### src/rtl/dmem_arb_pkg.sv
// Shared definitions for the data-memory arbiter.
//   state_t : FSM encodings (IDLE, ISSUE, CAPTURE, DONE)
//   gnt_t   : requester ids (GNT_M0 = CPU, GNT_M1 = debug/display)
//   ADDR_W / DATA_W / BE_W : RAM word address, data and byte-enable widths
package dmem_arb_pkg;

    localparam int ADDR_W = 5;
    localparam int DATA_W = 32;
    localparam int BE_W   = 4;

    typedef enum logic [1:0] {
        IDLE    = 2'd0,
        ISSUE   = 2'd1,
        CAPTURE = 2'd2,
        DONE    = 2'd3
    } state_t;

    typedef enum logic {
        GNT_M0 = 1'b0,
        GNT_M1 = 1'b1
    } gnt_t;

endpackage

### src/rtl/dmem_arbiter_rr_arb2.sv
// Two-way round-robin selector (purely combinational).
//   req    : request lines, bit 0 = m0, bit 1 = m1
//   last   : requester granted most recently
//   winner : requester to grant now; meaningful only when any req is high
module rr_arb2
    import dmem_arb_pkg::*;
(
    input  logic [1:0] req,
    input  gnt_t       last,
    output gnt_t       winner
);

    always_comb begin
        winner = GNT_M0;
        if (req[1] && req[0]) begin
            // Tie: the side not served last goes first.
            winner = (last == GNT_M0) ? GNT_M1 : GNT_M0;
        end else if (req[1]) begin
            winner = GNT_M1;
        end
    end

endmodule

### src/rtl/dmem_arbiter.sv
// Shares one synchronous single-port data RAM between two requesters.
// Every access takes a fixed four-cycle slot: IDLE (arbitrate + latch),
// ISSUE (drive RAM), CAPTURE (register read data), DONE (ack pulse).
//   clk, rst                  : clock, synchronous active-high reset
//   m0_* / m1_*               : requester ports (req/wen/addr/wdata in,
//                               ack/rdata out); wen==0 means read
//   ram_wen/ram_addr/ram_wdata: RAM command outputs
//   ram_rdata                 : RAM read data, one cycle after address
module dmem_arbiter
    import dmem_arb_pkg::*;
(
    input  logic              clk,
    input  logic              rst,

    input  logic              m0_req,
    input  logic [BE_W-1:0]   m0_wen,
    input  logic [ADDR_W-1:0] m0_addr,
    input  logic [DATA_W-1:0] m0_wdata,
    output logic              m0_ack,
    output logic [DATA_W-1:0] m0_rdata,

    input  logic              m1_req,
    input  logic [BE_W-1:0]   m1_wen,
    input  logic [ADDR_W-1:0] m1_addr,
    input  logic [DATA_W-1:0] m1_wdata,
    output logic              m1_ack,
    output logic [DATA_W-1:0] m1_rdata,

    output logic [BE_W-1:0]   ram_wen,
    output logic [ADDR_W-1:0] ram_addr,
    output logic [DATA_W-1:0] ram_wdata,
    input  logic [DATA_W-1:0] ram_rdata
);

    state_t              state_q, state_d;
    gnt_t                last_q;
    gnt_t                gnt_q;
    gnt_t                winner;
    logic                latch_en;
    logic                capture_en;
    logic [BE_W-1:0]     wen_q;
    logic [ADDR_W-1:0]   addr_q;
    logic [DATA_W-1:0]   wdata_q;
    logic [DATA_W-1:0]   rdata_q;
    logic [DATA_W-1:0]   m0_rdata_q;
    logic [DATA_W-1:0]   m1_rdata_q;

    rr_arb2 u_rr (
        .req    ({m1_req, m0_req}),
        .last   (last_q),
        .winner (winner)
    );

    always_ff @(posedge clk) begin
        if (rst) begin
            state_q <= IDLE;
        end else begin
            state_q <= state_d;
        end
    end

    always_comb begin
        state_d    = state_q;
        latch_en   = 1'b0;
        capture_en = 1'b0;
        m0_ack     = 1'b0;
        m1_ack     = 1'b0;
        ram_wen    = '0;
        case (state_q)
            IDLE: begin
                if (m0_req || m1_req) begin
                    latch_en = 1'b1;
                    state_d  = ISSUE;
                end
            end
            ISSUE: begin
                // Gated by rst so a reset edge landing here never writes.
                ram_wen = rst ? '0 : wen_q;
                state_d = CAPTURE;
            end
            CAPTURE: begin
                capture_en = (wen_q == '0);
                state_d    = DONE;
            end
            DONE: begin
                m0_ack  = !rst && (gnt_q == GNT_M0);
                m1_ack  = !rst && (gnt_q == GNT_M1);
                state_d = IDLE;
            end
            default: state_d = IDLE;
        endcase
    end

    always_ff @(posedge clk) begin
        if (rst) begin
            last_q     <= GNT_M1;
            gnt_q      <= GNT_M0;
            wen_q      <= '0;
            addr_q     <= '0;
            wdata_q    <= '0;
            rdata_q    <= '0;
            m0_rdata_q <= '0;
            m1_rdata_q <= '0;
        end else begin
            if (latch_en) begin
                last_q  <= winner;
                gnt_q   <= winner;
                wen_q   <= (winner == GNT_M1) ? m1_wen   : m0_wen;
                addr_q  <= (winner == GNT_M1) ? m1_addr  : m0_addr;
                wdata_q <= (winner == GNT_M1) ? m1_wdata : m0_wdata;
            end
            if (capture_en) begin
                rdata_q <= ram_rdata;
            end
            // Remember what each port showed on its ack so it holds afterwards.
            if (m0_ack) begin
                m0_rdata_q <= rdata_q;
            end
            if (m1_ack) begin
                m1_rdata_q <= rdata_q;
            end
        end
    end

    assign ram_addr  = addr_q;
    assign ram_wdata = wdata_q;
    assign m0_rdata  = m0_ack ? rdata_q : m0_rdata_q;
    assign m1_rdata  = m1_ack ? rdata_q : m1_rdata_q;

endmodule

### config.mk
export PLATFORM = sky130hd
export DESIGN_NAME = dmem_arbiter
export DESIGN_NICKNAME = d
export VERILOG_FILES = /design/src/rtl/dmem_arb_pkg.sv /design/src/rtl/dmem_arbiter_rr_arb2.sv /design/src/rtl/dmem_arbiter.sv
export SDC_FILE = /design/constraint.sdc
export NUM_CORES = 1
export LEC_CHECK = 0
export ABC_AREA = 1
export BUFFER_PORTS_ARGS = -buffer_cell sky130_fd_sc_hd__buf_4
export CAP_MARGIN = 0
export CORE_AREA = 2 2 119 121
export DETAILED_ROUTE_END_ITERATION = 10
export DIE_AREA = 0 0 121 123
export GPL_TIMING_DRIVEN = 0
export PLACE_DENSITY_LB_ADDON = 0.12
export RECOVER_POWER = 50
export SYNTH_ARGS = -nofsm -noshare
export SYNTH_HDL_FRONTEND = slang
export SYNTH_SLANG_ARGS = --single-unit
### constraint.sdc
create_clock -name clk -period 2.15 [get_ports clk]
set_clock_uncertainty 0.2 [all_clocks]
set_input_delay 0.43 -clock clk [delete_from_list [all_inputs] [get_ports clk]]
set_output_delay 0.43 -clock clk [all_outputs]
set_load 0.02 [all_outputs]
==> flow_summary.yaml <==
grt:
  overflow: 0
  antenna_found_initial: 0
  grt.total_usage_pct: 26.47
  grt_pass1_vias: 6551
  grt_pass1_wl_um: 31170
  grt_start_max_net_pins: 17
worst_setup_path:
  crit_family: "buffers and inverters"
  crit_end: "m0_rdata[9]"
  endpoint_kind: "output pin"
  rrSetupSlack_ns: 0.13
  worstPathArrival_ns: 1.75
  cp_num_buf_inv: 4
  reg2reg_from: "state_q[0]$_SDFFE_PP0P_"
  required_ns: 1.52
  path_class: "reg2out"
  crit_path_start: "state_q[1]$_SDFFE_PP0P_"
  max_stage_delay_ns: 0.36
  path_max_fanout: 8
  worst_path_max_delay_cell: "dfxtp_4"
  crit_cells: 7
  reg2regPathDepth: 9
  reg2reg_to: "rdata_q[11]$_SDFFE_PP0P_"
  path_cells: "ha_4, nand3_4, buf_12, clkbuf_16, o21ai_4, inv_2, buf_6"
  startpoint_type: "flop"
pwr:
  swShare_pct: 37.58
  p_switching_mw: 3.920
  p_leak_nw: 5.909
  internal_power_mw: 6.512
  p_comb_share_pct: 38.8
  power_frac_clock_pct: 27.5
  pwr-share-seq_pct: 33.7
  powerDensity_nw_per_um2: 972.9
  ir_drop_mv: 0.5771
run_status:
  violations: "negative setup slack"
  status: "finished, violations left"
layout:
  nNetsFinal: 1471
  final_common_cell: "inv_1"
  nFillCells: 974
  final_core_util_pct: 78.78
  syn2layout_area_growth_pct: 58.88
  layout_common_cells: "226 x inv_1, 225 x nor2_1, 197 x buf_4"
  drive_gt1_share_pct: 36.42
  design_area_um2: 10720
  fin_cells: 1539
  antenna_cells: 0
min_path:
  hold_class: "in2reg"
placed_design:
  port_buffers: 223
  placed_cells: 1477
  gp_congestion: 0.8303
  place_area_um2: 8648
  dp_hpwl_um: 13370
synth:
  synth_top_family_by_area: "simple AND/OR/NAND/NOR gates"
  async_reset_ff_share_pct: 0
  synthTopCellsByArea: "dfxtp_1 42%, inv_1 15%, nor2_1 13%, nand2_1 12%, o21ai_1 4.4%"
  synthAdderAreaFrac_pct: 0.9270
  yosysWarningCount: 0
  ys_ff_latch: 141
  synthMuxAreaShare_pct: 0
  synth_cells: 1074
  avgSynthCellArea_um2: 6.284
  netlist.top_cell.by_area: "dfxtp_1"
  synth_cell_types: 21
  synth_top_area_share_pct: 41.82
  synth_xor_area_share_pct: 0
  synth_edf_count: 0
  ys.flop_type: "dfxtp_1"
  synth_compound_area_share_pct: 8.528
  syn-cell-area_um2: 6749
  yosys.area_share.simple_pct: 28.70
  yosysSeqAreaShare_pct: 41.82
  synth_nets: 1197
die:
  core-area_um2: 13610
  io-pin-count: 225
  die_y_um: 123
  dieArea_um2: 14880
  start_util_pct: 49.58
  fp-row-count: 43
  chipWidth_um: 121
cts:
  cts.hold.buffers_added: 0
  clk-insertion-delay-late_ns: 0.42
  cts_max_level: 4
  path_clk_slew_ns: 0.06
  cts-root-buf: "clkbuf_16"
  numCtsBuffers: 17
  clk_path_buf_depth: 2
  clock_sinks: 141
  cts_tree: "built"
sta:
  slew_headroom_pct: 60.23
  rsz0062_at_grt: "true"
  whs_ns: 0.09872
  maxSlewViolCount: 0
  timing.setup.tns_ns: -11.24
  finalCriticalPeriod_ns: 2.378
  timing.final.ws_setup_ns: -0.2275
  setup_viol: 66
  finalHoldViolCount: 0
  fmax_mhz: 420.6
  min_period_over_period_pct: 110.6
  max_slew.worst_pin.slew_ns: 0.5965
route:
  dr_total_vias: 7319
  drt_wl_total_um: 22040
  drc: 0
  viasPerCell: 4.756
  ant_nets: 0
  first_pass_iters: 7
  drt_iter0_markers: 475
  avgRoutedWirePerCell_um: 14.32
job:
  maxCapViolations: 0
## layout make-up
type | count | area, µm² | share of cell area (%)
Tap cell | 180 | 225.2 | 2.100
Timing Repair Buffer | 254 | 2258 | 21.06
Multi-Input combinational cell | 604 | 3329 | 31.05
Buffer | 59 | 481.7 | 4.492
Sequential cell | 141 | 2831 | 26.41
Inverter | 271 | 1022 | 9.533
Clock buffer | 20 | 456.7 | 4.259
Clock inverter | 10 | 117.6 | 1.097
## cells in the mapped netlist (2+ instances only)
cell / instances
a21boi_0: 4
ha_1: 5
buf_4: 5
nand3_2: 2
dfxtp_1: 141
o21ai_0: 49
nand3_1: 7
inv_1: 270
clkbuf_1: 21
nand2_1: 214
nand4_1: 32
buf_6: 8
o21ai_1: 59
nor2_1: 226
buf_2: 25
## cell families (layout without fill, tap and decap cells)
logic type	Yosys count	count (layout)
buffers and inverters	330	614
DFF	141	141
AOI/OAI and AO/OA	113	113
and+or+nand+nor	485	486
adders and majority gates	5	5
## power groups by stage
stage / Combinational, mW / Clock (mW) / Sequential (mW)
final: 4.04 / 2.87 / 3.51
after global routing: 4.44 / 3.02 / 3.57
after CTS: 3.67 / 2.88 / 3.46
after detailed placement: 3.32 / 0 / 3.42
after global placement: 3.28 / 0 / 3.41
after floorplan: 1.86 / 0 / 3.64
## worst reg2reg max path: stages, from the launching register on
cell and delay (ns):
dfxtp_4 0.35, buf_4 0.15, inv_1 0.11, ha_1 0.22
inv_1 0.09, nor2_4 0.17, buf_2 0.25, nand4_1 0.20
nand2_1 0.15, nor2_1 0.05
## state kept, by name, summed over array words and instances, names as in the netlist
name	flops
m0_rdata_q	32
wen_q	4
gnt_q	1
m1_rdata_q	32
rdata_q	32
ram_addr	5
ram_wdata	32
last_q	1
state_q	2
## how the worst min path moves through the flow
stage | end | slack [ns] | depth (start not counted) | startpoint
after floorplan | last_q$_SDFFE_PP1P_ | 0.25 | 2 | last_q$_SDFFE_PP1P_
after CTS | ram_wdata[16]$_SDFFE_PP0P_ | 0.09 | 5 | m0_wdata[16]
after detailed placement | last_q$_SDFFE_PP1P_ | 0.27 | 2 | last_q$_SDFFE_PP1P_
after global routing | ram_wdata[17]$_SDFFE_PP0P_ | 0.11 | 5 | m0_wdata[17]
final | ram_wdata[31]$_SDFFE_PP0P_ | 0.1 | 5 | m0_wdata[31]
after global placement | last_q$_SDFFE_PP1P_ | 0.26 | 2 | last_q$_SDFFE_PP1P_
## per-layer routing
metal	part of all wire [%]	vias up	routed length [µm]	global-route usage (%)
li1	-	3671	-	-
met1	39	3275	8675	30.21
met2	50	304	11100	46.59
met3	7.0	69	1548	8.579
met4	3.2	0	707	9.157
met5	0	-	0	0
## repair_timing
action / 4_1_cts / 5_1_grt
hold endpoints to repair: 0 / 0
cloned: 3 / 7
endpoints found under the setup margin: 67 / 101
resized for setup: 174 / 161
setup buffers: 12 / 10
pin swaps: 4 / 18
## per-stage QoR
stage | worst slack, ns | power (mW)
floorplan | 0.2348 | 5.496
CTS | -0.2124 | 10.01
global route | -0.2869 | 11.03
detailed placement | -0.1036 | 6.741
finish | -0.2275 | 10.43
global placement | -0.1045 | 6.687
No activity file was read; power rests on OpenSTA's default activity.
